### src/rtl/alu_issue_seq_if.sv
// Handshake and ALU-side signal bundle for alu_issue_seq.
// slave is the sequencer view; master is the surrounding pipeline/ALU view.
interface alu_issue_seq_if;
    logic        in_valid;
    logic        in_ready;
    logic [6:0]  opcode;
    logic [2:0]  funct3;
    logic        funct7_5;
    logic [31:0] rs1_val;
    logic [31:0] rs2_val;
    logic [31:0] imm;
    logic [31:0] pc;

    logic [31:0] alu_op1;
    logic [31:0] alu_op2;
    logic [3:0]  alu_cntl;
    logic [2:0]  alu_funct;
    logic [31:0] alu_result;
    logic        alu_exe_branch;

    logic        out_valid;
    logic        out_ready;
    logic [31:0] wb_data;
    logic        wb_en;
    logic        branch_taken;
    logic [31:0] branch_target;
    logic        illegal;

    modport slave (
        input  in_valid, opcode, funct3, funct7_5,
        input  rs1_val, rs2_val, imm, pc,
        input  alu_result, alu_exe_branch, out_ready,
        output in_ready, alu_op1, alu_op2, alu_cntl, alu_funct,
        output out_valid, wb_data, wb_en,
        output branch_taken, branch_target, illegal
    );

    modport master (
        output in_valid, opcode, funct3, funct7_5,
        output rs1_val, rs2_val, imm, pc,
        output alu_result, alu_exe_branch, out_ready,
        input  in_ready, alu_op1, alu_op2, alu_cntl, alu_funct,
        input  out_valid, wb_data, wb_en,
        input  branch_taken, branch_target, illegal
    );
endinterface

### src/rtl/alu_issue_seq.sv
// RV32I ALU issue sequencer: decode -> issue reg -> ALU -> output record.
// Optional macro ALU_SEQ_BRANCH_TARGET_EN adds a registered pc+imm target.
module alu_issue_seq (
    input logic            clk,
    input logic            rst_n,
    alu_issue_seq_if.slave bus
);
    localparam logic [6:0] OPC_OP    = 7'b0110011;
    localparam logic [6:0] OPC_IMM   = 7'b0010011;
    localparam logic [6:0] OPC_BR    = 7'b1100011;
    localparam logic [6:0] OPC_LUI   = 7'b0110111;
    localparam logic [6:0] OPC_AUIPC = 7'b0010111;

    localparam logic [3:0] C_AND = 4'b0000;
    localparam logic [3:0] C_OR  = 4'b0001;
    localparam logic [3:0] C_XOR = 4'b0010;
    localparam logic [3:0] C_SLL = 4'b0011;
    localparam logic [3:0] C_SRL = 4'b0100;
    localparam logic [3:0] C_SRA = 4'b0101;
    localparam logic [3:0] C_ADD = 4'b0110;
    localparam logic [3:0] C_SUB = 4'b0111;

    typedef enum logic [1:0] {
        IDLE = 2'd0,
        EXEC = 2'd1,
        HOLD = 2'd2
    } state_e;

    typedef struct packed {
        logic [31:0] op1;
        logic [31:0] op2;
        logic [3:0]  cntl;
        logic [2:0]  funct;
        logic        wb;
        logic        br;
        logic        slt;
        logic        ill;
        logic [31:0] tgt;
    } iss_t;

    state_e state_q, state_d;
    iss_t   dec_d, iss_q;

    logic [31:0] wb_data_q, wb_data_d;
    logic [31:0] tgt_q;
    logic        wb_en_q, taken_q, ill_q;
    logic        taken_d;
    logic        rdy;
    logic        accept;

    logic        is_op, is_imm, is_br, is_lui, is_auipc;
    logic [4:0]  shamt;
    logic [31:0] src2;

    assign is_op    = bus.opcode == OPC_OP;
    assign is_imm   = bus.opcode == OPC_IMM;
    assign is_br    = bus.opcode == OPC_BR;
    assign is_lui   = bus.opcode == OPC_LUI;
    assign is_auipc = bus.opcode == OPC_AUIPC;

    assign src2  = is_op ? bus.rs2_val : bus.imm;
    assign shamt = src2[4:0];

    always_comb begin
        dec_d = '0;
        unique case (1'b1)
            is_op, is_imm: begin
                dec_d.op1   = bus.rs1_val;
                dec_d.op2   = src2;
                dec_d.funct = bus.funct3;
                dec_d.wb    = 1'b1;
                unique case (bus.funct3)
                    3'b000: dec_d.cntl =
                        (is_op & bus.funct7_5) ? C_SUB : C_ADD;
                    3'b001: begin
                        dec_d.cntl = C_SLL;
                        dec_d.op2  = {27'b0, shamt};
                    end
                    3'b010: begin
                        dec_d.cntl  = C_SUB;
                        dec_d.funct = 3'b100;
                        dec_d.slt   = 1'b1;
                    end
                    3'b011: begin
                        dec_d.cntl  = C_SUB;
                        dec_d.funct = 3'b110;
                        dec_d.slt   = 1'b1;
                    end
                    3'b100: dec_d.cntl = C_XOR;
                    3'b101: begin
                        dec_d.cntl = bus.funct7_5 ? C_SRA : C_SRL;
                        dec_d.op2  = {27'b0, shamt};
                    end
                    3'b110: dec_d.cntl = C_OR;
                    3'b111: dec_d.cntl = C_AND;
                endcase
            end
            is_br: begin
                // BRANCH funct3 010/011 have no compare encoding
                if (bus.funct3[2:1] == 2'b01) begin
                    dec_d.ill = 1'b1;
                end else begin
                    dec_d.op1   = bus.rs1_val;
                    dec_d.op2   = bus.rs2_val;
                    dec_d.cntl  = C_SUB;
                    dec_d.funct = bus.funct3;
                    dec_d.br    = 1'b1;
`ifdef ALU_SEQ_BRANCH_TARGET_EN
                    dec_d.tgt   = bus.pc + bus.imm;
`else
                    dec_d.tgt   = 32'b0;
`endif
                end
            end
            is_lui: begin
                dec_d.op2  = bus.imm;
                dec_d.cntl = C_ADD;
                dec_d.wb   = 1'b1;
            end
            is_auipc: begin
                dec_d.op1  = bus.pc;
                dec_d.op2  = bus.imm;
                dec_d.cntl = C_ADD;
                dec_d.wb   = 1'b1;
            end
            default: dec_d.ill = 1'b1;
        endcase
    end

    always_comb begin
        state_d = state_q;
        rdy     = 1'b0;
        unique case (state_q)
            IDLE: begin
                rdy = 1'b1;
                if (bus.in_valid) state_d = EXEC;
            end
            EXEC: state_d = HOLD;
            HOLD: begin
                if (bus.out_ready) begin
                    rdy     = 1'b1;
                    state_d = bus.in_valid ? EXEC : IDLE;
                end
            end
            default: state_d = IDLE;
        endcase
    end

    assign accept = bus.in_valid & rdy;

    always_comb begin
        wb_data_d = bus.alu_result;
        if (iss_q.slt) wb_data_d = {31'b0, bus.alu_exe_branch};
        if (iss_q.br | iss_q.ill) wb_data_d = 32'b0;
        taken_d = iss_q.br & bus.alu_exe_branch;
    end

    always_ff @(posedge clk or negedge rst_n) begin
        if (!rst_n) begin
            state_q <= IDLE;
            iss_q   <= '0;
        end else begin
            state_q <= state_d;
            if (accept) iss_q <= dec_d;
        end
    end

    always_ff @(posedge clk or negedge rst_n) begin
        if (!rst_n) begin
            wb_data_q <= '0;
            wb_en_q   <= 1'b0;
            taken_q   <= 1'b0;
            ill_q     <= 1'b0;
            tgt_q     <= '0;
        end else if (state_q == EXEC) begin
            wb_data_q <= wb_data_d;
            wb_en_q   <= iss_q.wb;
            taken_q   <= taken_d;
            ill_q     <= iss_q.ill;
            tgt_q     <= iss_q.tgt;
        end
    end

    assign bus.in_ready      = rdy;
    assign bus.out_valid     = state_q == HOLD;
    assign bus.alu_op1       = iss_q.op1;
    assign bus.alu_op2       = iss_q.op2;
    assign bus.alu_cntl      = iss_q.cntl;
    assign bus.alu_funct     = iss_q.funct;
    assign bus.wb_data       = wb_data_q;
    assign bus.wb_en         = wb_en_q;
    assign bus.branch_taken  = taken_q;
    assign bus.branch_target = tgt_q;
    assign bus.illegal       = ill_q;
endmodule
### src/flat_wrapper.sv
// flat-port wrapper written by rule: the top's interface ports become plain ports
module alu_issue_seq_flat 
  (clk, rst_n, bus_in_valid, bus_opcode, bus_funct3, bus_funct7_5, bus_rs1_val, bus_rs2_val, bus_imm, bus_pc, bus_alu_result, bus_alu_exe_branch, bus_out_ready, bus_in_ready, bus_alu_op1, bus_alu_op2, bus_alu_cntl, bus_alu_funct, bus_out_valid, bus_wb_data, bus_wb_en, bus_branch_taken, bus_branch_target, bus_illegal);
  alu_issue_seq_if bus_i ();
  input logic clk;
  input logic rst_n;
  input wire logic [$bits(bus_i.in_valid)-1:0] bus_in_valid;
  input wire logic [$bits(bus_i.opcode)-1:0] bus_opcode;
  input wire logic [$bits(bus_i.funct3)-1:0] bus_funct3;
  input wire logic [$bits(bus_i.funct7_5)-1:0] bus_funct7_5;
  input wire logic [$bits(bus_i.rs1_val)-1:0] bus_rs1_val;
  input wire logic [$bits(bus_i.rs2_val)-1:0] bus_rs2_val;
  input wire logic [$bits(bus_i.imm)-1:0] bus_imm;
  input wire logic [$bits(bus_i.pc)-1:0] bus_pc;
  input wire logic [$bits(bus_i.alu_result)-1:0] bus_alu_result;
  input wire logic [$bits(bus_i.alu_exe_branch)-1:0] bus_alu_exe_branch;
  input wire logic [$bits(bus_i.out_ready)-1:0] bus_out_ready;
  output wire logic [$bits(bus_i.in_ready)-1:0] bus_in_ready;
  output wire logic [$bits(bus_i.alu_op1)-1:0] bus_alu_op1;
  output wire logic [$bits(bus_i.alu_op2)-1:0] bus_alu_op2;
  output wire logic [$bits(bus_i.alu_cntl)-1:0] bus_alu_cntl;
  output wire logic [$bits(bus_i.alu_funct)-1:0] bus_alu_funct;
  output wire logic [$bits(bus_i.out_valid)-1:0] bus_out_valid;
  output wire logic [$bits(bus_i.wb_data)-1:0] bus_wb_data;
  output wire logic [$bits(bus_i.wb_en)-1:0] bus_wb_en;
  output wire logic [$bits(bus_i.branch_taken)-1:0] bus_branch_taken;
  output wire logic [$bits(bus_i.branch_target)-1:0] bus_branch_target;
  output wire logic [$bits(bus_i.illegal)-1:0] bus_illegal;
  assign bus_i.in_valid = bus_in_valid;
  assign bus_i.opcode = bus_opcode;
  assign bus_i.funct3 = bus_funct3;
  assign bus_i.funct7_5 = bus_funct7_5;
  assign bus_i.rs1_val = bus_rs1_val;
  assign bus_i.rs2_val = bus_rs2_val;
  assign bus_i.imm = bus_imm;
  assign bus_i.pc = bus_pc;
  assign bus_i.alu_result = bus_alu_result;
  assign bus_i.alu_exe_branch = bus_alu_exe_branch;
  assign bus_i.out_ready = bus_out_ready;
  assign bus_in_ready = bus_i.in_ready;
  assign bus_alu_op1 = bus_i.alu_op1;
  assign bus_alu_op2 = bus_i.alu_op2;
  assign bus_alu_cntl = bus_i.alu_cntl;
  assign bus_alu_funct = bus_i.alu_funct;
  assign bus_out_valid = bus_i.out_valid;
  assign bus_wb_data = bus_i.wb_data;
  assign bus_wb_en = bus_i.wb_en;
  assign bus_branch_taken = bus_i.branch_taken;
  assign bus_branch_target = bus_i.branch_target;
  assign bus_illegal = bus_i.illegal;
  alu_issue_seq u_core (.clk(clk), .rst_n(rst_n), .bus(bus_i));
endmodule
### config.mk
export PLATFORM = sky130hd
export DESIGN_NAME = alu_issue_seq_flat
export DESIGN_NICKNAME = d
export VERILOG_FILES = /design/src/rtl/alu_issue_seq_if.sv /design/src/rtl/alu_issue_seq.sv /design/src/flat_wrapper.sv
export SDC_FILE = /design/constraint.sdc
export NUM_CORES = 1
export LEC_CHECK = 0
export CAP_MARGIN = 30
export CORE_AREA = 2 2 135 137
export CTS_CLUSTER_SIZE = 24
export DETAILED_ROUTE_END_ITERATION = 12
export DIE_AREA = 0 0 137 139
export PLACE_DENSITY = 0.71
export RECOVER_POWER = 100
export SLEW_MARGIN = 5
export SYNTH_ARGS = -nofsm -noshare
export SYNTH_HDL_FRONTEND = slang
export SYNTH_SLANG_ARGS = --single-unit
### constraint.sdc
create_clock -name clk -period 4.22 [get_ports clk]
set_clock_uncertainty 0.2 [all_clocks]
set_input_delay 1.055 -clock clk [delete_from_list [all_inputs] [get_ports clk]]
set_output_delay 1.055 -clock clk [all_outputs]
set_load 0.01 [all_outputs]
Word-level counts from Yosys, hierarchy flattened
Index checks and enable logic that the tools add are counted.

storage, ports and cells
  bits in registers = 112
  bits of input ports = 176
  output and inout port bits = 140

cells by class
  equal/unequal tests = 17
  bitwise operators = 4
  multiplexer cells = 25
  reduce and logical (&&, ||, !) cells = 8

operator list
  cell                                                 number
  2-to-1 mux 32 bit                                    4
  case mux 36 bit (3 select lines)                     1
  case mux 32 bit (3 select lines)                     1
  2-to-1 mux 71 bit                                    1
  case mux 4 bit (7 select lines)                      1
  equality test 7 x 5 -> 1 bit, second input constant  2
  equality test 7 x 6 -> 1 bit, second input constant  2
  equality test 3 bit, second input constant           4
  case mux 3 bit (2 select lines)                      2
  2-to-1 mux 1 bit                                     10
  OR reduction 2 bit                                   4
  equality test 7 bit, second input constant           1
  equality test 3 x 2 -> 1 bit, second input constant  2
  case mux 2 bit (3 select lines)                      1
  equality test 2 x 1 -> 1 bit, second input constant  2
  2-to-1 mux 2 bit                                     2
  != test 2 bit, second input constant                 2
  case mux 1 bit (2 select lines)                      2
  OR reduction 4 bit                                   1
  bitwise AND 1 bit                                    3
  equality test 3 x 1 -> 1 bit, second input constant  1
  zero test 3 bit                                      1
  equality test 2 bit, second input constant           1
  zero test 2 bit                                      1
  2 further kinds                                      2

Logic depth before layout (Yosys ltp)
Gate-level depths: netlist of the first run.

  word-level depth = 5
  gate-level depth with buffers = 6
  mapped depth without buffers = 5

Worst setup path after synthesis of the first run
No wires, ideal clock.

  kind = input to output
  from = input bus_out_ready
  to = output bus_in_ready
  stages on the path = 2
  required time = 2.965 ns
  arrival time = 1.374 ns
  slack = 1.591 ns
  buffers on the path = 0
  path through = nand2b_1 -> nor2b_1

on the way
  longest elaborated chain between the ends = 2

RTL lines
  element                          line                  RTL
  from (decl)                      flat_wrapper.sv:17    input wire logic [$bits(bus_i.out_ready)-1:0] bus_out_ready;
  2-to-1 mux 1 bit                 alu_issue_seq.sv:140  if (bus.out_ready) begin
  case mux 1 bit (2 select lines)  alu_issue_seq.sv:133  unique case (state_q)
  to (decl)                        flat_wrapper.sv:18    output wire logic [$bits(bus_i.in_ready)-1:0] bus_in_ready;

Every way passes these cells.

Final worst setup path of the first run
Same ends and word-level chain as after synthesis.

==> results by group, run 1 <==
Critical path
  – Top delay family on crit path: buffers and inverters
  – Arrival time worst endpoint: 2500 ps
  – CP Capture Type: primary output
  – CP Cell Sequence: dlygate4sd3_1, nand2b_1, nor2b_1, dlygate4sd3_1
  – WP buf/inv: 2
  – Crit path top cell by count: dlygate4sd3_1
  – Critical path's slowest cell: dlygate4sd3_1
  – WS Path Type: in2out
  – Required @ worst endpoint: 2960 ps
  – Worst path max stage delay: 600 ps
  – Worst Path Max Fanout: 3
  – Startpoint Class: input port

CTS
  – Clk_lat worst skew: 350 ps
  – Total clock sinks: 111
  – # Post-CTS Setup Buffers: 0
  – Root buffer cell: clkbuf_16
  – Num CTS Buffers: 9
  – Max Root-Sink Buffers: 2
  – Hold-fix buffers at CTS: 0
  – Clock slew at reported path FFs: 80 ps
  – H-tree depth: 3
  – Cts repair resizes: 0
  – CTS tree: built

Global routing
  – First-pass GRT wire length: 27.35 mm
  – Vias in the first global route: 5,209
  – Grt ovf: 0
  – Largest net degree at the start of global routing: 77
  – Total GRT Usage: 0.1825
  – Initial antenna violation count: 1

Place
  – HPWL after DPL: 12.83 mm
  – Placed Area: 0.008426 mm2
  – Port Buf Inserts: 282
  – Final GP Congestion: 0.8018
  – Pre-CTS setup slack: 638.9 ps

Yosys
  – Area leader, netlist: dfrtp_1
  – Main synth FF type: dfrtp_1
  – Top cells by area, synth: dfrtp_1 46%, buf_4 13%, a22o_1 9.2%
  – Cell variety after synth: 45
  – Post-synth EDFFs: 0
  – Post-Syn Area per Cell: 9.694 um2
  – Ys async rst share: 1.000
  – Synth Register Bits: 111
  – Ys Warns: 0
  – Top post-synthesis cells by count: 111 x dfrtp_1, 105 x buf_4, 83 x nand2_1
  – Most frequent cell after synthesis: dfrtp_1
  – Gate Count Post-Synth: 622
  – Netlist Area Pre-Place: 0.006030 mm2
  – Synth top area share: 0.4607
  – Register area share after synthesis: 0.4607

Run status
  – Failing checks: max-capacitance violations, max-slew violations
  – Status: finished with violations

STA
  – Worst-Margin Slew: 1684 ps
  – Slew Viols, Final: 142
  – Tmin final: 3758 ps
  – Slew margin rel.: -0.1227
  – Final setup vio count: 0
  – Period utilization: 0.8906
  – Post-route setup TNS: 0 ps
  – Worst setup margin: 461.6 ps
  – Final Hold Fails: 0
  – Achievable Freq: 266.1 MHz
  – RSZ-0062 raised after global routing: false

Pwr
  – Combinational Power Share: 0.185
  – Int Pwr: 1.872 mW
  – Switching Share: 0.2663
  – Lkg Pwr: 3.965 nW
  – Part of the power in registers: 0.436
  – Sw Pwr: 0.6793 mW
  – P per Cell Area: 291.8 mW/mm2
  – VDD IR max: 166.9 uV
  – Power share of the clock group: 0.379

Detailed routing
  – 1st-pass router iterations: 4
  – Drt via density: 5.042
  – Routed Antenna Nets: 0
  – Met1 WL: 6.831 mm
  – Met2 Wirelength: 9.061 mm
  – DR iter-0 viols: 235
  – WL met3: 1.596 mm
  – DRC: 0
  – DRT Wirelength: 17.85 mm
  – Wire per inst: 17.09 um
  – Vias: 5,269
  – Highest Signal Layer: met4

Layout
  – Fin area: 0.008745 mm2
  – Synth-to-Final Area Change: 45.03%
  – Final #Nets: 986
  – Share of post-route cells with drive strength above 1: 0.05031

Die
  – Row Count: 49
  – Die Y: 139 um
  – Boundary pin count: 316
  – Die ar.: 0.01904 mm2
  – Initial Util: 0.3415
  – Core Box Area: 0.01766 mm2
  – Die Width: 137 um

Job
  – Max cap viols: 2

Worst hold path
  – Worst Hold Class: reg2reg
-- worst reg2reg max path, cell delays in order (launching register included) --
cell,delay (ps)
dfrtp_1,440
nand3b_1,250
inv_1,130
clkbuf_2,880
o21ai_2,330
o22a_1,260
-- flip-flops by register name, indices dropped and copies added, names as in the netlist --
signal and flops:
u_core.bus.alu_cntl 3, u_core.bus.alu_funct 3, u_core.bus.alu_op1 32, u_core.bus.alu_op2 32
u_core.bus.branch_taken 1, u_core.bus.illegal 1, u_core.bus.wb_data 32, u_core.bus.wb_en 1
u_core.iss_q 4, u_core.state_q 2
-- per-stage QoR --
stage / utilization / total power, mW / std cells / hold slack (ps)
final: 0.4953 / 2.551 / 1045 / 272.3
after global routing: 0.4953 / 2.674 / 1045 / 296.1
after CTS: 0.4963 / 2.609 / 1043 / 284.6
after detailed placement: 0.4772 / 1.627 / 1027 / 266.7
after global placement: 0.4756 / 1.621 / 1026 / 258.8
after floorplan: - / 1.351 / 654 / 242.4
-- path summary, 6_finish.rpt --
kind | endpoint | slack, ps | cells after the start | from
max | bus_in_ready | 460 | 4 | bus_out_ready
min | u_core.bus.alu_op2[6] | 270 | 2 | u_core.bus.alu_op2[6]
min reg2reg | u_core.bus.alu_op2[6] | 270 | 2 | u_core.bus.alu_op2[6]
max reg2reg | u_core.iss_q[32] | 1610 | 5 | u_core.state_q[0]
max in group asynchronous | u_core.bus.alu_op1[30] | 1640 | 2 | rst_n
min in group asynchronous | u_core.bus.wb_data[31] | 300 | 1 | rst_n
-- power groups by stage --
| stage | sequential, mW | combinational [mW] | clock, mW |
|---|---|---|---|
| after CTS | 1.11 | 0.494 | 1.00 |
| after floorplan | 1.14 | 0.211 | 0 |
| after global routing | 1.12 | 0.512 | 1.05 |
| final | 1.11 | 0.473 | 0.967 |
| after detailed placement | 1.13 | 0.493 | 0 |
| after global placement | 1.13 | 0.488 | 0 |
-- placed cells by master, fill, tap and decap left out, types with 2 or more instances in the layout --
| master | n |
|---|---|
| clkdlybuf4s50_1 | 172 |
| dfrtp_1 | 111 |
| dlygate4sd3_1 | 109 |
| nand2_1 | 83 |
| a22o_1 | 63 |
| nand4_1 | 54 |
| o21ai_0 | 43 |
| a22oi_1 | 33 |
| conb_1 | 33 |
| nand3_1 | 29 |
| clkbuf_16 | 9 |
| a21oi_1 | 6 |
| nand2b_1 | 5 |
| a32oi_1 | 5 |
| clkbuf_1 | 4 |
| buf_4 | 4 |
| o21ai_1 | 3 |
| clkbuf_2 | 3 |
| buf_12 | 3 |
| nor2b_1 | 2 |
| inv_1 | 2 |
| o21ai_2 | 2 |
| nor2b_2 | 2 |
| nor3_4 | 2 |
| nor2_1 | 2 |
| nor3_1 | 2 |
| o31ai_1 | 2 |
| mux2_2 | 2 |
| bufinv_16 | 2 |
| inv_8 | 2 |
-- cell type report --
| class | instances | area [um2] |
|---|---|---|
| clock inverter | 7 | 112.6 |
| inverter | 3 | 11.26 |
| multi-input combinational | 389 | 2369 |
| clock buffer | 9 | 225.2 |
| tap | 229 | 286.5 |
| sequential | 111 | 2778 |
| antenna | 1 | 2.502 |
| timing repair buffer | 296 | 2960 |
| fill | 1686 | 8912 |
-- layer usage --
layer / vias up / track usage
li1: 2517 / -
met1: 2487 / 0.2038
met2: 240 / 0.3260
met3: 25 / 0.05080
met4: 0 / 0.06782
met5: - / 0
-- kinds of logic after synthesis --
family                 count (synthesis)  synth area share
AND/OR/NAND/NOR                      189            0.1654
AO/OA/AOI/OAI                        163            0.1986
buffers and inverters                154            0.1679
flip-flops                           111            0.4607
multiplexers                           3          0.005395
XOR/XNOR                               1          0.001453
other                                  1         0.0006219
(Power assumes the default switching activity.)
==> inputs of run 2 (changes only) <==
- PLACE_DENSITY: 0.71 -> 0.74
- SLEW_MARGIN: 5 -> unset
- TNS_END_PERCENT: unset -> 1
- clock period: 4.22 -> 3.02 ns (I/O delays scaled with it)
==> results by group, run 2 (synthesis results as in run 1) <==
Pwr
  – VDD IR max: 305.9 uV
  – Total Power: 3.474 mW
  – P per Cell Area: 396.7 mW/mm2
  – Lkg Pwr: 3.989 nW

Layout
  – Synth-to-Final Area Change: 45.26%
  – Multi-input gate area: 0.002340 mm2
  – Fin area: 0.008758 mm2
  – ANT cells: 0
  – Share of post-route cells with drive strength above 1: 0.05359
  – Final #Nets: 992
  – Register Area: 0.002778 mm2
  – Commonest cells after routing, fill and taps aside: 172 x clkdlybuf4s50_1, 111 x dfrtp_1, 108 x dlygate4sd3_1
  – Final Non-Filler Cells: 1,050
  – Fillers: 1,656
  – Commonest non-fill, non-tap cell in the layout: clkdlybuf4s50_1

Global routing
  – Initial antenna violation count: 1
  – Vias in the first global route: 5,191
  – First-pass GRT wire length: 27.19 mm
  – Grt ovf: 0
  – Largest net degree at the start of global routing: 77
  – Total GRT Usage: 0.1802

Detailed routing
  – DRC: 0
  – Wire per inst: 16.91 um
  – Vias: 5,278
  – DRT Wirelength: 17.76 mm
  – Routed Antenna Nets: 0
  – DR iter-0 viols: 253
  – 1st-pass router iterations: 4
  – Drt via density: 5.027

CTS
  – Total clock sinks: 111
  – Clock slew at reported path FFs: 80 ps
  – Max Root-Sink Buffers: 2
  – Root buffer cell: clkbuf_16
  – Clk_lat worst skew: 350 ps
  – # Post-CTS Setup Buffers: 0
  – H-tree depth: 3
  – Num CTS Buffers: 9
  – CTS tree: built

Run status
  – Status: finished with violations
  – Failing checks: max-capacitance violations, max-slew violations

Worst hold path
  – Worst Hold Class: reg2reg

STA
  – Slew Viols, Final: 36
  – Hold_ws: 274.3 ps
  – Final Hold Fails: 0
  – Post-route setup TNS: 0 ps
  – Slew margin rel.: -0.4143
  – Period utilization: 0.9104
  – RSZ-0062 raised after global routing: false
  – Worst-Margin Slew: 2121 ps
  – Final setup vio count: 0
  – Achievable Freq: 363.7 MHz
  – Tmin final: 2749 ps

Place
  – Placed Area: 0.008496 mm2
  – Port Buf Inserts: 282
  – Final GP Congestion: 0.7908
  – Placed cells: 1,034
  – HPWL after DPL: 12.84 mm

Die
  – Die ar.: 0.01904 mm2
  – Initial Util: 0.3415
  – Core Box Area: 0.01766 mm2
  – Row Count: 49
  – Boundary pin count: 316
  – Die Y: 139 um
  – Die Width: 137 um

Critical path
  – Startpoint Class: input port
  – WP buf/inv: 2
  – Worst path max stage delay: 750 ps
  – Top delay family on crit path: buffers and inverters
  – CP Cell Sequence: clkdlybuf4s50_1, nor2b_2, clkbuf_2, a22o_1, a22oi_1, o21ai_0
  – WS Path Type: in2reg
  – Worst Path Max Fanout: 19
  – Arrival time worst endpoint: 2820 ps
  – CP Capture Type: flop
  – Required @ worst endpoint: 3090 ps
  – Critical path's slowest cell: nor2b_2

Job
  – Max cap viols: 1
[run 2: cell count changes in the layout (fill, tap and decap cells not counted), moves of 2 or more]
| cell | delta |
|---|---|
| o21ai_0 | -4 |
| buf_12 | +3 |
| buf_4 | +7 |
| o21ai_1 | +5 |
| bufinv_16 | -2 |
[run 2: cell type report]
cell class | instances | area share
Multi-Input combinational cell | 389 | 0.2671
Clock inverter | 7 | 0.01043
Tap cell | 229 | 0.03271
Clock buffer | 9 | 0.02571
Sequential cell | 111 | 0.3171
Inverter | 3 | 0.001286
Timing Repair Buffer | 302 | 0.3456
[run 2: metal layers]
layer	routed length [um]	up-vias	track usage	part of all wire
met1	6929	2472	0.2153	0.39
met2	8834	249	0.3103	0.50
met5	13	-	0	0.00073
met4	395	2	0.05643	0.022
li1	-	2526	-	-
met3	1583	29	0.05117	0.089
[run 2: worst min-delay path, stage by stage, from the launching register on]
cell,delay (ps)
dfrtp_1,340
nand2_1,40
o21ai_0,60
[run 2: final timing paths]
path / startpoint / end / slack (ps) / cells after the start
worst max-delay path: bus_opcode[2] / u_core.bus.alu_op1[19] / 270 / 6
worst min-delay path: u_core.bus.alu_op1[21] / u_core.bus.alu_op1[21] / 270 / 2
worst max register to register: u_core.state_q[0] / u_core.state_q[1] / 570 / 3
worst min register to register: u_core.bus.alu_op1[21] / u_core.bus.alu_op1[21] / 270 / 2
max in group asynchronous: rst_n / u_core.bus.wb_data[14] / 590 / 1
min in group asynchronous: rst_n / u_core.bus.alu_op2[28] / 800 / 1
[run 2: report_power, final]
part	leakage [nW]	switching (mW)	internal, mW
clock	0.155	0.641	0.608
sequential	1.53	0.0241	1.53
combinational	2.30	0.326	0.348
total	3.99	0.991	2.48
[run 2: stage by stage]
step,utilization,setup slack [ps]
floorplan,-,991.2
global placement,0.4812,37.07
detailed placement,0.4812,16.91
CTS,0.4991,57.75
global route,0.4960,153.4
finish,0.4960,270.5
[run 2: what timing repair did]
action                     CTS  global route
resized for setup            0             1
setup endpoints to repair    0             1
hold buffers                 0             0
